File: config.mk
export PLATFORM = sky130hd
export DESIGN_NAME = add_sub_arbiter_flat
export DESIGN_NICKNAME = d
export VERILOG_FILES = /design/src/rtl/add_sub_arbiter_if.sv /design/src/rtl/add_sub_arbiter.sv /design/src/flat_wrapper.sv
export SDC_FILE = /design/constraint.sdc
export NUM_CORES = 1
export LEC_CHECK = 0
export BUFFER_PORTS_ARGS = -buffer_cell sky130_fd_sc_hd__buf_2
export CAP_MARGIN = 25
export CORE_MARGIN = 4
export CORE_UTILIZATION = 40
export CTS_CLUSTER_SIZE = 16
export DETAILED_ROUTE_END_ITERATION = 7
export PLACE_DENSITY = 0.83
export RECOVER_POWER = 50
export REMOVE_ABC_BUFFERS = 1
export SLEW_MARGIN = 15
export SYNTH_ARGS = -nofsm -noshare
export SYNTH_HDL_FRONTEND = slang
export SYNTH_SLANG_ARGS = --single-unit
File: constraint.sdc
create_clock -name clk -period 1.7 [get_ports clk]
set_input_delay 0.255 -clock clk [delete_from_list [all_inputs] [get_ports clk]]
set_output_delay 0.255 -clock clk [all_outputs]
set_load 0.02 [all_outputs]
File: src/rtl/add_sub_arbiter_if.sv
// Requester, add_sub unit and response signals shared between the arbiter
// (slave side) and its environment (master side).
interface add_sub_arbiter_if #(
  parameter int NUM_REQ = 4,
  parameter int ID_W    = 2
);
  logic [NUM_REQ-1:0]   req_valid;
  logic [NUM_REQ-1:0]   req_ready;
  logic [4*NUM_REQ-1:0] req_num1;
  logic [4*NUM_REQ-1:0] req_num2;
  logic [NUM_REQ-1:0]   req_op;
  logic [3:0]           au_num1;
  logic [3:0]           au_num2;
  logic                 au_op;
  logic [4:0]           au_res;
  logic                 rsp_valid;
  logic                 rsp_ready;
  logic [4:0]           rsp_res;
  logic [ID_W-1:0]      rsp_id;

  modport master (
    output req_valid, req_num1, req_num2, req_op, rsp_ready, au_res,
    input  req_ready, au_num1, au_num2, au_op, rsp_valid, rsp_res, rsp_id
  );

  modport slave (
    input  req_valid, req_num1, req_num2, req_op, rsp_ready, au_res,
    output req_ready, au_num1, au_num2, au_op, rsp_valid, rsp_res, rsp_id
  );
endinterface

File: src/rtl/add_sub_arbiter.sv
// Round-robin arbiter that feeds one registered add/sub unit from NUM_REQ
// requesters and returns each result tagged with the requester index.
module add_sub_arbiter #(
  parameter int NUM_REQ = 4,
  parameter int ID_W    = 2
) (
  input  logic              clk,
  input  logic              rst,
  add_sub_arbiter_if.slave  bus,
  output logic              busy
);

  typedef enum logic [1:0] {IDLE, EXEC, CAPT, RESP} state_t;

  state_t               state_r;
  state_t               next_state_s;
  logic [ID_W-1:0]      ptr_r;
  logic [ID_W-1:0]      gnt_id_s;
  logic                 gnt_found_s;
  logic                 grant_s;
  logic [NUM_REQ-1:0]   req_ready_s;
  logic [3:0]           au_num1_r;
  logic [3:0]           au_num2_r;
  logic                 au_op_r;
  logic                 rsp_valid_r;
  logic [4:0]           rsp_res_r;
  logic [ID_W-1:0]      rsp_id_r;

  // Rotating-priority search: first valid requester after the last winner.
  always_comb begin : grant_search
    int              idx;
    logic [ID_W-1:0] cand;
    gnt_found_s = 1'b0;
    gnt_id_s    = '0;
    idx         = 0;
    cand        = '0;
    for (int k = 1; k <= NUM_REQ; k++) begin
      idx = int'(ptr_r) + k;
      if (idx >= NUM_REQ) begin
        idx = idx - NUM_REQ;
      end else begin
        idx = idx;
      end
      cand = idx[ID_W-1:0];
      if (!gnt_found_s && bus.req_valid[cand]) begin
        gnt_found_s = 1'b1;
        gnt_id_s    = cand;
      end else begin
        gnt_found_s = gnt_found_s;
      end
    end
  end

  assign grant_s = (state_r == IDLE) && gnt_found_s;

  // One-hot accept towards the winning requester, forced low during reset.
  always_comb begin
    req_ready_s = '0;
    if (!rst && grant_s) begin
      req_ready_s[gnt_id_s] = 1'b1;
    end else begin
      req_ready_s = '0;
    end
  end

  // State register.
  always_ff @(posedge clk or posedge rst) begin
    if (rst) begin
      state_r <= IDLE;
    end else begin
      state_r <= next_state_s;
    end
  end

  // Sequencing: grant, wait for the unit's register, capture, hand off.
  always_comb begin
    next_state_s = state_r;
    case (state_r)
      IDLE: begin
        if (grant_s) begin
          next_state_s = EXEC;
        end else begin
          next_state_s = IDLE;
        end
      end
      EXEC: next_state_s = CAPT;
      CAPT: next_state_s = RESP;
      RESP: begin
        if (bus.rsp_ready) begin
          next_state_s = IDLE;
        end else begin
          next_state_s = RESP;
        end
      end
      default: next_state_s = IDLE;
    endcase
  end

  // Operand, pointer and response registers; au_res is only sampled in CAPT.
  always_ff @(posedge clk or posedge rst) begin
    if (rst) begin
      ptr_r       <= ID_W'(NUM_REQ - 1);
      au_num1_r   <= 4'd0;
      au_num2_r   <= 4'd0;
      au_op_r     <= 1'b0;
      rsp_valid_r <= 1'b0;
      rsp_res_r   <= 5'd0;
      rsp_id_r    <= '0;
    end else begin
      if (grant_s) begin
        au_num1_r <= bus.req_num1[{gnt_id_s, 2'b00} +: 4];
        au_num2_r <= bus.req_num2[{gnt_id_s, 2'b00} +: 4];
        au_op_r   <= bus.req_op[gnt_id_s];
        rsp_id_r  <= gnt_id_s;
        ptr_r     <= gnt_id_s;
      end
      if (state_r == CAPT) begin
        rsp_res_r   <= bus.au_res;
        rsp_valid_r <= 1'b1;
      end else if (state_r == RESP && bus.rsp_ready) begin
        rsp_valid_r <= 1'b0;
      end
    end
  end

  assign bus.req_ready = req_ready_s;
  assign bus.au_num1   = au_num1_r;
  assign bus.au_num2   = au_num2_r;
  assign bus.au_op     = au_op_r;
  assign bus.rsp_valid = rsp_valid_r;
  assign bus.rsp_res   = rsp_res_r;
  assign bus.rsp_id    = rsp_id_r;
  assign busy          = (state_r != IDLE);

endmodule

File: src/flat_wrapper.sv
// flat-port wrapper written by rule: the top's interface ports become plain ports
module add_sub_arbiter_flat 
#(
  parameter int NUM_REQ = 4,
  parameter int ID_W    = 2
)
  (clk, rst, busy, bus_req_valid, bus_req_num1, bus_req_num2, bus_req_op, bus_rsp_ready, bus_au_res, bus_req_ready, bus_au_num1, bus_au_num2, bus_au_op, bus_rsp_valid, bus_rsp_res, bus_rsp_id);
  add_sub_arbiter_if #(.NUM_REQ(NUM_REQ), .ID_W(ID_W)) bus_i ();
  input  logic clk;
  input  logic rst;
  output logic busy;
  input wire logic [$bits(bus_i.req_valid)-1:0] bus_req_valid;
  input wire logic [$bits(bus_i.req_num1)-1:0] bus_req_num1;
  input wire logic [$bits(bus_i.req_num2)-1:0] bus_req_num2;
  input wire logic [$bits(bus_i.req_op)-1:0] bus_req_op;
  input wire logic [$bits(bus_i.rsp_ready)-1:0] bus_rsp_ready;
  input wire logic [$bits(bus_i.au_res)-1:0] bus_au_res;
  output wire logic [$bits(bus_i.req_ready)-1:0] bus_req_ready;
  output wire logic [$bits(bus_i.au_num1)-1:0] bus_au_num1;
  output wire logic [$bits(bus_i.au_num2)-1:0] bus_au_num2;
  output wire logic [$bits(bus_i.au_op)-1:0] bus_au_op;
  output wire logic [$bits(bus_i.rsp_valid)-1:0] bus_rsp_valid;
  output wire logic [$bits(bus_i.rsp_res)-1:0] bus_rsp_res;
  output wire logic [$bits(bus_i.rsp_id)-1:0] bus_rsp_id;
  assign bus_i.req_valid = bus_req_valid;
  assign bus_i.req_num1 = bus_req_num1;
  assign bus_i.req_num2 = bus_req_num2;
  assign bus_i.req_op = bus_req_op;
  assign bus_i.rsp_ready = bus_rsp_ready;
  assign bus_i.au_res = bus_au_res;
  assign bus_req_ready = bus_i.req_ready;
  assign bus_au_num1 = bus_i.au_num1;
  assign bus_au_num2 = bus_i.au_num2;
  assign bus_au_op = bus_i.au_op;
  assign bus_rsp_valid = bus_i.rsp_valid;
  assign bus_rsp_res = bus_i.rsp_res;
  assign bus_rsp_id = bus_i.rsp_id;
  add_sub_arbiter #(.NUM_REQ(NUM_REQ), .ID_W(ID_W)) u_core (.clk(clk), .rst(rst), .bus(bus_i), .busy(busy));
endmodule
==> qor.txt <==
Slowest stage delay, CP: 0.57 ns
Tcrit/Tclk final: 129.1%
Sequential cell area: 528.0 um^2
Routability Congestion: 0.7959
Fmax: 0.4558 GHz
Met1 Use GR: 21.84%
Yosys cell types: 32
Sequential share of power: 28.7%
Initial antenna violation count: 0
Required time worst endpoint: 1.44 ns
Chip width: 64.46 um
Outcome: complete, but fails checks
Reg-to-reg startpoint: u_core.ptr_r[1]
FP Rows: 20
IO buf count: 69
Post-Synth XOR/XNOR Area: 0%
Synth Area in Compound Gates: 26.40%
Endpoint type of the worst setup path: output pin
Drt drc: 0
Worst path cell trace: mux2_4 > a22oi_2 > and2_4 > buf_6 > and3_4 > buf_6
Unrepaired setup endpoints after global routing: true
Gate power share: 62.8%
Most common cell after layout, fill and taps aside: buf_2
Final nets: 261
HPWL after DPL: 2812 um
Synth-to-Final Area Change: 54.27%
CTS Buffer Depth: 2
Finished Cell Area: 1967 um^2
Global route total overflow: 0
Switching share of power: 43.33%
Clk pwr share: 8.5%
Global-route usage over all layers: 20.11%
Layout filler cell count: 268
DR vias/cell: 5.109
# Max-Cap Violations: 0
Antenna viol nets, final: 0
Simple-gate share of the synthesized area: 12.76%
Crit-path max FO: 3
Final core occ: 64.43%
Register area share after synthesis: 41.41%
Delay-heaviest family, CP: flip-flops
ANT cells: 0
Total power: 3.140 mW
Startpoint type of the worst setup path: flop
Pint: 1.780 mW
Clock-pin slew of the registers on the worst-case setup and hold paths: 0.14 ns
IO Pins: 70
Syn avg cell area: 10.62 um^2
Placed Area: 1743 um^2
Final non-filler cell total: 256
Hold Crit Class: in2reg
Most frequent cells in the layout: buf_2, dfrtp_1, buf_4
Worst skew pair latency: 0.32 ns
Post-Synthesis Cells: 120
TritonCTS buffer count: 3
P per Cell Area: 1597 nW/um^2
Crit path launch: u_core.ptr_r[1]
Clock skew: 0.007336 ns
Dominant cell type by area after synthesis: dfrtp_1
Post-synthesis register bit count: 21
Area of the multi-input gates: 748.2 um^2
Worst slew pin tran: 0.6842 ns
Synth Area in Adders: 0%
WP data arrival: 1.94 ns
Final Setup Violations: 14
Failing checks: setup timing
Fin. Hold Viols: 0
Worst path bufs/invs: 2
CTS tree: built
Die area: 4154 um^2
Via count: 1,308
Ys flop type: dfrtp_1
Ys Warns: 0
Minimum clock period: 2.194 ns
Die Ht: 64.46 um
Multiplexer area fraction after synthesis: 13.54%
Largest cells by area after synthesis: dfrtp_1, a211oi_2, mux2i_1
Core ar.: 3053 um^2
Post-Syn Area: 1275 um^2
Setup Crit Path Kind: reg2out
1st-iter DRT viols: 57
CP max-delay cell: dfstp_2
Net Switching: 1.361 mW
Starting Density: 41.76%
Max Slew Vio Count: 0
GR Layer Usage met3: 3.640%
Cell mode on critical path: buf_6
Min-delay src: bus_au_res[1]
Placed cells: 242
CTS sink count: 21
DR WL/cell: 15.66 um
Largest family of logic cells by synthesized area: compound AO/OA/AOI/OAI gates
Leak: 0.9141 nW
First-pass GRT wire length: 6417 um
H-tree lvl count: 1
Clock Tree Root: clkbuf_4
Largest net degree at the start of global routing: 14
Post-Route WL: 4010 um
Number of global-route vias before repair: 1,408
TritonRoute pass-1 iters: 4
Post-route setup slack: -0.4942 ns
GR Util met2: 37.63%
Share of cells above drive strength 1: 61.32%
Max transition margin: 54.39%
Yosys top cell area share: 37.29%
Post-synth EDFFs: 0
TNS Setup: -4.478 ns
Ys async rst share: 100.0%
VDD IR-drop max: 0.0007635 V
GR peak layer: met2
## synthesized netlist by cell type (2+ instances only)
cell and n:
clkbuf_1 4, dfrtp_1 19, nand2_1 9, a21boi_0 9, mux2_2 6, buf_2 2
and3_1 2, a21oi_1 3, nor3_1 2, or2_1 2, mux2i_1 9, inv_1 2
dfstp_2 2, a211oi_2 12, nor2_1 12, nor2b_1 3, buf_6 2, a211oi_1 6
## per-layer routing
| layer | vias up | share of wire [%] |
|---|---|---|
| met2 | 56 | 52 |
| li1 | 619 | - |
| met5 | - | 0 |
| met4 | 0 | 3.0 |
| met3 | 14 | 6.0 |
| met1 | 619 | 39 |
## state kept, by name, indices dropped and copies added, names as in the netlist
name / count
u_core.bus.rsp_res: 5
u_core.bus.au_num1: 4
u_core.bus.au_num2: 4
u_core.bus.rsp_id: 2
u_core.ptr_r: 2
u_core.state_r: 2
u_core.bus.au_op: 1
u_core.bus.rsp_valid: 1
## cell families (layout without fill, tap and decap cells)
family | after synthesis | in the layout
simple gates | 34 | 34
mux | 16 | 16
buf+inv | 11 | 103
compound gates | 38 | 38
flops | 21 | 21
## area by class of cell
class | count | area share [%]
multi-input combinational | 88 | 38.04
timing repair buffer | 97 | 30.41
sequential | 21 | 26.84
inverter | 2 | 0.3817
tap | 44 | 2.799
clock inverter | 1 | 0.3817
clock buffer | 3 | 1.145
## power by group through the flow
| stage | Clock [mW] | Combinational [mW] | Sequential (mW) |
|---|---|---|---|
| global placement | 0 | 1.61 | 0.899 |
| CTS | 0.262 | 1.96 | 0.903 |
| detailed placement | 0 | 1.65 | 0.910 |
| finish | 0.267 | 1.97 | 0.901 |
| global route | 0.297 | 2.12 | 0.940 |
| floorplan | 0 | 0.733 | 1.17 |
## what timing repair did
action,CTS,global route
gates resized for setup,24,12
buffers inserted,8,6
gates cloned,1,0
pin swaps,10,11
endpoints found under the hold margin,10,0
hold buffers,1,0
setup endpoints to repair,13,15
## metrics by stage
step,setup slack [ns],hold slack (ns)
finish,-0.4942,0.1539
global placement,-0.1154,0.3194
global route,-0.5808,0.1368
detailed placement,-0.1500,0.3260
floorplan,-0.7708,0.2405
CTS,-0.4771,0.1622
## worst paths after layout
check | to | slack (ns) | cells past startpoint
max in group asynchronous | u_core.bus.au_num1[2] | 0.50 | 4
setup reg to reg | u_core.bus.au_op | -0.33 | 8
hold reg to reg | u_core.bus.rsp_id[1] | 0.52 | 2
hold / removal | u_core.bus.rsp_res[1] | 0.15 | 2
min in group asynchronous | u_core.bus.rsp_res[1] | 0.69 | 4
setup / recovery | bus_req_ready[0] | -0.49 | 6
## worst reg2reg max path: stages (launching register included)
cell and delay, ns:
dfstp_2 0.57, mux2_4 0.30, a22oi_2 0.18, and2_4 0.19, buf_4 0.11, buf_6 0.11
buf_8 0.14, mux2i_4 0.24, a211oi_2 0.09
No activity file was read; power rests on OpenSTA's default activity.
